<file path="config.mk">
export PLATFORM = sky130hd
export DESIGN_NAME = rgbw_pwm_gen
export DESIGN_NICKNAME = d
export VERILOG_FILES = /design/src/rtl/rgbw_pwm_gen.sv
export SDC_FILE = /design/constraint.sdc
export NUM_CORES = 1
export LEC_CHECK = 0
export ABC_AREA = 1
export ABC_CLOCK_PERIOD_IN_PS = 1500
export CORE_MARGIN = 5
export CORE_UTILIZATION = 50
export CTS_BUF_LIST = sky130_fd_sc_hd__clkbuf_8
export DETAILED_ROUTE_END_ITERATION = 8
export PLACE_DENSITY = 0.83
export SLEW_MARGIN = 20
export SYNTH_ARGS = -nofsm -noshare
export SYNTH_HDL_FRONTEND = slang
export SYNTH_SLANG_ARGS = --single-unit
</file>
<file path="constraint.sdc">
create_clock -name clk -period 1.5 [get_ports clk]
set_input_delay 0.375 -clock clk [delete_from_list [all_inputs] [get_ports clk]]
set_output_delay 0.375 -clock clk [all_outputs]
set_load 0.005 [all_outputs]
</file>
<file path="src/rtl/rgbw_pwm_gen.sv">
// Four-channel RGBW PWM generator. Counts rising edges of the slow prescaled clock and
// swaps in double-buffered duty values only at period boundaries, so duty changes never glitch.

module rgbw_pwm_lane #(
  parameter int PWM_BITS = 8
) (
  input  logic                clk,
  input  logic                reset,
  input  logic                load,
  input  logic                commit,
  input  logic [PWM_BITS-1:0] duty,
  input  logic [PWM_BITS-1:0] cnt,
  output logic                pwm
);
  logic [PWM_BITS-1:0] pending;
  logic [PWM_BITS-1:0] active;

  // On a load/commit collision the old pending value is committed and the new one captured.
  always_ff @(posedge clk) begin
    if (reset) begin
      pending <= '0;
      active  <= '0;
      pwm     <= 1'b0;
    end else begin
      if (load)   pending <= duty;
      if (commit) active  <= pending;
      pwm <= (cnt < active);
    end
  end
endmodule

module rgbw_pwm_gen #(
  parameter int PWM_BITS    = 8,
  parameter int SYNC_STAGES = 2
) (
  input  logic                clk,
  input  logic                reset,
  input  logic                clkPresc,
  input  logic [PWM_BITS-1:0] dutyR,
  input  logic [PWM_BITS-1:0] dutyG,
  input  logic [PWM_BITS-1:0] dutyB,
  input  logic [PWM_BITS-1:0] dutyW,
  input  logic                dutyLoad,
  output logic                dutyAck,
  output logic                pwmR,
  output logic                pwmG,
  output logic                pwmB,
  output logic                pwmW,
  output logic                periodStart
);
  localparam int NUM_LANES = 4;
  localparam logic [PWM_BITS-1:0] CNT_MAX = {{(PWM_BITS-1){1'b1}}, 1'b0};
  localparam logic [0:0] EMPTY   = 1'b0;
  localparam logic [0:0] PENDING = 1'b1;

  logic [SYNC_STAGES-1:0] sync;
  logic                   prev;
  logic                   tick;
  logic                   wrap;
  logic                   commit;
  logic [PWM_BITS-1:0]    cnt;
  logic [0:0]             state;
  logic [1:0]             start_pipe;
  logic                   ack;

  logic [NUM_LANES-1:0][PWM_BITS-1:0] duty_in;
  logic [NUM_LANES-1:0]               pwm_vec;

  assign duty_in = {dutyW, dutyB, dutyG, dutyR};

  always_ff @(posedge clk) begin
    if (reset) begin
      sync <= '0;
      prev <= 1'b0;
    end else begin
      sync <= {sync[SYNC_STAGES-2:0], clkPresc};
      prev <= sync[SYNC_STAGES-1];
    end
  end

  assign tick   = sync[SYNC_STAGES-1] & ~prev;
  assign wrap   = tick && (cnt == CNT_MAX);
  assign commit = wrap && (state == PENDING);

  always_ff @(posedge clk) begin
    if (reset)     cnt <= '0;
    else if (tick) cnt <= (cnt == CNT_MAX) ? '0 : cnt + 1'b1;
  end

  always_ff @(posedge clk) begin
    if (reset)         state <= EMPTY;
    else if (dutyLoad) state <= PENDING;
    else if (commit)   state <= EMPTY;
  end

  // start_pipe[1] lines up with the first pwm sample of cnt = 0; ack lands one clk earlier.
  always_ff @(posedge clk) begin
    if (reset) begin
      start_pipe <= '0;
      ack        <= 1'b0;
    end else begin
      start_pipe <= {start_pipe[0], wrap};
      ack        <= commit;
    end
  end

  for (genvar i = 0; i < NUM_LANES; i++) begin : g_lane
    rgbw_pwm_lane #(.PWM_BITS(PWM_BITS)) u_lane (
      .clk    (clk),
      .reset  (reset),
      .load   (dutyLoad),
      .commit (commit),
      .duty   (duty_in[i]),
      .cnt    (cnt),
      .pwm    (pwm_vec[i])
    );
  end

  assign {pwmW, pwmB, pwmG, pwmR} = pwm_vec;
  assign periodStart = start_pipe[1];
  assign dutyAck     = ack;
endmodule

</file>
# Word level (Yosys, flattened, before mapping)
# Cells that the tools add are included.
dict set report totals {
  input_bits 36
  wordCells 32
  reg_bits 83
  output_inout_bits 6
}
dict set report op_classes {
  bitwise_logic 2
  add_sub_neg 1
  mux 3
  n_reduce_logical 3
  eq_ne 1
  order_cmp 4
}
# cell n
set ops {}
lappend ops {{$lt 8x8->1} 4}
lappend ops {{$add 8x1->8 const B} 1}
lappend ops {{$eq 8x8->1 const B} 1}
lappend ops {{$mux 8} 1}
lappend ops {{$logic_and 1x1->1} 2}
lappend ops {{$mux 1} 2}
lappend ops {{$reduce_bool 2->1} 1}
lappend ops {{$and 1x1->1} 1}
lappend ops {{$not 1->1} 1}

# Depth between registers and ports, before layout
dict set report logic_depth {
  word_depth 6
  depth_mapped 10
}

# Hierarchy
# From an unflattened synthesis, not the netlist that was laid out.
dict set report unflattened {
  cells_unflattened 473
  area_unflattened_um2 3667.3
}
# module n_inst cells_each area_per_inst_um2
set modules_own_cells {}
lappend modules_own_cells {rgbw_pwm_lane 4 97 753.2}
lappend modules_own_cells {rgbw_pwm_gen 1 85 654.4}

# Worst setup path after synthesis
# No wires, ideal clock.
dict set report synth_timing {
  kind {flip-flop to flip-flop}
  startpoint {register cnt[1]}
  endpoint {register g_lane[0].u_lane.active[0]}
  setup_ns 0.113
  synth_period_minus_slack_ns 1.425
  arrival_time_ns 1.312
  n_path_buf 2
  path_slack_ns 0.075
  stages_incl_launch_ff 9
  cell_sequence {dfxtp_1 ha_1 nand3_1 nor2_1 nand3_2 buf_6 buf_2 nor2_1 nor2_1}
}
dict set report synth_between {
  elab_chain_cells 3
}
# item line_no
set synth_lines {}
lappend synth_lines {{start, declared} 61} ;# logic [PWM_BITS-1:0] cnt;
lappend synth_lines {{start signal, assigned} 87} ;# else if (tick) cnt <= (cnt == CNT_MAX) ? '0 : cnt + 1'b1;
lappend synth_lines {{$eq 8x8->1} 82} ;# assign wrap = tick && (cnt == CNT_MAX);
lappend synth_lines {{$logic_and 1x1->1} 82}
lappend synth_lines {{$logic_and 1x1->1} 83} ;# assign commit = wrap && (state == PENDING);
lappend synth_lines {{end signal, assigned} 26} ;# if (commit) active <= pending;
lappend synth_lines {{end, declared} 16} ;# logic [PWM_BITS-1:0] active;
# No other way between the ends.
# A chain may end at the register's enable or synchronous reset.

# Final worst setup path
dict set report layout_timing {
  startpoint {register cnt[0]}
  endpoint {register g_lane[1].u_lane.active[4]}
}
dict set report layout_between {
  elab_chain_cells 3
}
# item line_no
set layout_lines {}
lappend layout_lines {{$eq 8x8->1} 82}
lappend layout_lines {{$logic_and 1x1->1} 82}
lappend layout_lines {{$logic_and 1x1->1} 83}
lappend layout_lines {{end signal, assigned} 26}
lappend layout_lines {{end, declared} 16}
# No other way between the ends.

==> impl.org <==
** Critical path
- Maximum fanout count along the critical path :: 8
- On the critical path, the stage with the largest delay is an instance of dfxtp_2.
- Most common cell on crit path :: nor2_1
- At the worst endpoint, the required time is between 1.5 and 2 ns.
- Sort of element at the end of the critical path :: flip-flop
- Counting cells, the worst reg-to-reg path comes to 8.
- End of the worst register-to-register path :: g_lane[1].u_lane.active[4]
- Worst reg2reg path startpoint :: cnt[0]
- Counting both buffers and inverters, the worst setup path holds a total of 2.
- At the worst endpoint, the arrival time is 1.81 ns.
- The worst setup path is launched from a flip-flop.
- Critical-path cell list :: inv_2, ha_4, nand3_4, nor2_4, nand3_2, buf_6, nor2_1, nor2_1
- Critical setup path kind :: flip-flop to flip-flop
- Worst path top cell family by delay :: simple AND/OR/NAND/NOR gates
- For flop-to-flop paths, the worst setup slack is -0.05 ns.
- For this run, the slowest stage of the critical path takes 0.34 ns.

** Floorplanning
- Die Span X :: 96.6 um
- Vertical die dimension :: slightly below 100 um
- In this run the count of I/O pins placed on the die edge is between 40 and 50.
- The initialized floorplan defines 31 standard-cell rows.
- The floorplan step defined a core boundary enclosing 0.00729 mm2.
- Initial core utilization :: 51.4%
- Die ar. :: 0.00933 mm2

** Power and ir drop
- For this design the ratio of total power to cell area is 882 mW/mm2.
- Static leakage :: 0.00238 uW
- Peak supply drop :: 0.486 mV
- Power comes to around 4300 uW.

** Drt
- Summed over all layers, the routed wires come to roughly 9500 um.
- For this run, the detailed router's first-pass iteration total came to 4.
- The routed layout has 3489 vias.
- Vias per Instance :: 5.04
- Post-route ant nets :: 0
- After detailed routing, the number of remaining DRC violations is 0.
- Dividing the detail-routed wire length by the instance count gives 13.8 um.
- Number of violations reported at the end of detailed-routing iteration 0 :: 195

** Clocking
- Library cell used as clock root buffer :: clkbuf_8
- Number of clock sinks :: 83
- Clock slew at reported path FFs :: 0.08 ns
- In this run the number of H-tree levels came out at 3.
- TritonCTS clock tree :: built
- In this run, CTS created clock tree buffers numbering 9.
- Clock latency reported for the late side of the worst-skew pair :: 0.36 ns
- The clock passes through at most 2 buffers.

** Logic synthesis
- Dominant cell type by area after synthesis :: dfxtp_1
- Synthesis produced 530 cells.
- In this run, synthesis produced a sequential element count of 83.
- Post-synthesis sequential area ratio :: about 44%
- In this run, distinct cell masters in the synthesized netlist total 19.
- Net count of the mapped netlist :: 596
- Average cell area after synthesis :: 7.07 um2
- Post-synthesis instance area :: 0.00375 mm2
- Yosys top cell area share :: 44.3%
- Ranked by total cell area, the synthesized netlist is headed by dfxtp_1, nor2_1, nand2_1.
- Count of yosys warnings during synthesis :: 0

** STA
- After routing, the total negative slack on setup checks comes to -0.228 ns.
- Unrepaired setup endpoints after global routing :: true
- Max Transition Viols Final :: 0
- Setup violations remaining at the end of the flow were counted as 16.
- Worst slew slack as a fraction of its limit :: between 70 and 80%
- Final critical delay including setup and external delays :: 1.55 ns
- At the pin with the least slew margin, the transition time is approximately 0.34 ns.
- Worst Setup Slack, final :: -0.0549 ns
- For this run, the top clock speed supported by timing is 643 MHz.
- The final hold violation count is 0.
- Share of the cycle needed by the critical path after routing :: 104%
- For the final database, setup skew stands at between 0.004 and 0.005 ns.

** Finish
- Compared with the post-synthesis result, the final layout area differs by 30.4%.
- After filler insertion, the fill cell instance count of the layout stands at between 500 and 600.
- Nets :: ~650
- Most frequent cells in the layout :: nor2_1, nand2_1, dfxtp_1, inv_1, clkdlybuf4s50_1
- With fillers left out, the area of the finished cells amounts to just under 0.005 mm2.
- Most frequent standard cell in the layout excluding fill and tap cells :: nor2_1
- The post-route netlist has between 10% and 20% of its cells at a drive strength greater than 1.
- The repair_antennas step left the layout with diodes totalling 0.

** GRT
- The number of global-route vias before repair came to 3194.
- The first global-routing pass estimated between 10000 and 15000 um of wire.
- After global routing the overflow that remains totals 0.
- Maximum number of pins on one net before global-route repair :: 66
- The initial antenna violation count was 0.
- In the global route stage, overall resource usage came out at a little under a fifth.

** Placement
- Count of port buffers added during placement :: 41
- The placed instances occupy a cell area of ~0.0044 mm2.
- After legalization and detailed placement, the total HPWL measured 5520 um.
- Routability congestion estimate from global placement :: 0.821

** Min path
- The worst hold path belongs to the class flip-flop to flip-flop.
- The worst hold path begins at sync[0].
- For hold timing, the worst endpoint is sync[1].
- Number of cells traversed by the worst hold path :: 2

** Flow run
- Max-cap violations in this run came to 0.

** Outcome
- Failing checks :: setup timing
- The run finished, with violations left.
==> cell families (layout without fill, tap and decap cells) <==
logic type | count (synthesis) | count (layout) | synth area share (%)
and+or+nand+nor | 291 | 292 | 30.5
DFF | 83 | 83 | 44.3
adders and majority gates | 30 | 30 | 10.0
AOI/OAI and AO/OA | 46 | 46 | 6.21
xor gates and xnor gates | 2 | 2 | 0.468
buffers and inverters | 78 | 140 | 8.51
==> report_power, final <==
group | internal [uW] | switching (uW)
Combinational | 164 | 149
Sequential | 2270 | 42.2
Clock | 862 | 820
Total | 3300 | 1010
==> worst reg2reg max path, cell delays in order, from the launching register on <==
cell,delay [ns]
dfxtp_2,0.34
inv_2,0.07
ha_4,0.14
nand3_4,0.09
nor2_4,0.19
nand3_2,0.22
buf_6,0.23
nor2_1,0.13
nor2_1,0.07
==> area by class of cell <==
type	count	area (um2)	area share [%]
sequential	83	1670	34.1
inverter	57	214	4.38
timing repair buffer	67	759	15.5
clock inverter	5	61.3	1.25
clock buffer	11	151	3.10
tap	99	124	2.53
multi-input combinational	370	1910	39.1
==> per-stage QoR <==
stage / utilization [%] / instances / worst slack (ns) / hold slack [ns]
2_1_floorplan: - / 530 / 0.0751 / 0.388
3_3_place_gp: 59.7 / 666 / 0.0326 / 0.391
3_5_place_dp: 59.7 / 666 / 0.000539 / 0.398
4_1_cts: 62.6 / 682 / 0.00294 / 0.405
5_1_grt: 67.0 / 692 / -0.133 / 0.420
6_report: 67.0 / 692 / -0.0549 / 0.407
==> how the worst max path moves through the flow <==
| stage | from | cells past startpoint | to |
|---|---|---|---|
| after floorplan | cnt[1] | 8 | g_lane[0].u_lane.active[0] |
| after global placement | reset | 6 | cnt[7] |
| after detailed placement | cnt[0] | 8 | g_lane[0].u_lane.active[7] |
| after CTS | cnt[0] | 9 | g_lane[3].u_lane.active[1] |
| after global routing | cnt[0] | 9 | g_lane[0].u_lane.active[5] |
| final | cnt[0] | 8 | g_lane[1].u_lane.active[4] |
==> what timing repair did <==
item / in CTS / in global routing
endpoints found under the setup margin: 7 / 33
pin swaps: 0 / 10
resized for setup: 8 / 43
cloned: 0 / 9
buffers inserted: 0 / 1
hold buffers: 0 / 0
==> metal layers <==
layer  global-route usage (%)  vias up  routed length, um
li1                         -     1744                  -
met1                     20.7     1565               3750
met2                     32.6      143               4620
met3                     2.48       37                739
met4                     9.35        0                406
met5                        0        -                  0
==> synthesized netlist by cell type <==
master    count
o21bai_1      1
dfxtp_1      83
nor3b_1       1
buf_6         3
nand3_1       9
nor2_4        1
nand4_1       7
nand3_2       1
ha_1         30
xnor2_1       1
xor2_1        1
inv_1        57
buf_2         3
clkbuf_1     15
o21ai_0      33
nand2_1     118
nand2_2       1
a21oi_1      12
nor2_1      153
==> flip-flops by register name, indices dropped and copies added, names as in the netlist <==
signal,count
cnt,8
dutyAck,1
g_lane.u_lane.active,32
g_lane.u_lane.pending,32
g_lane.u_lane.pwm,4
prev,1
start_pipe,2
state,1
sync,2
No activity file was read; power rests on OpenSTA's default activity.
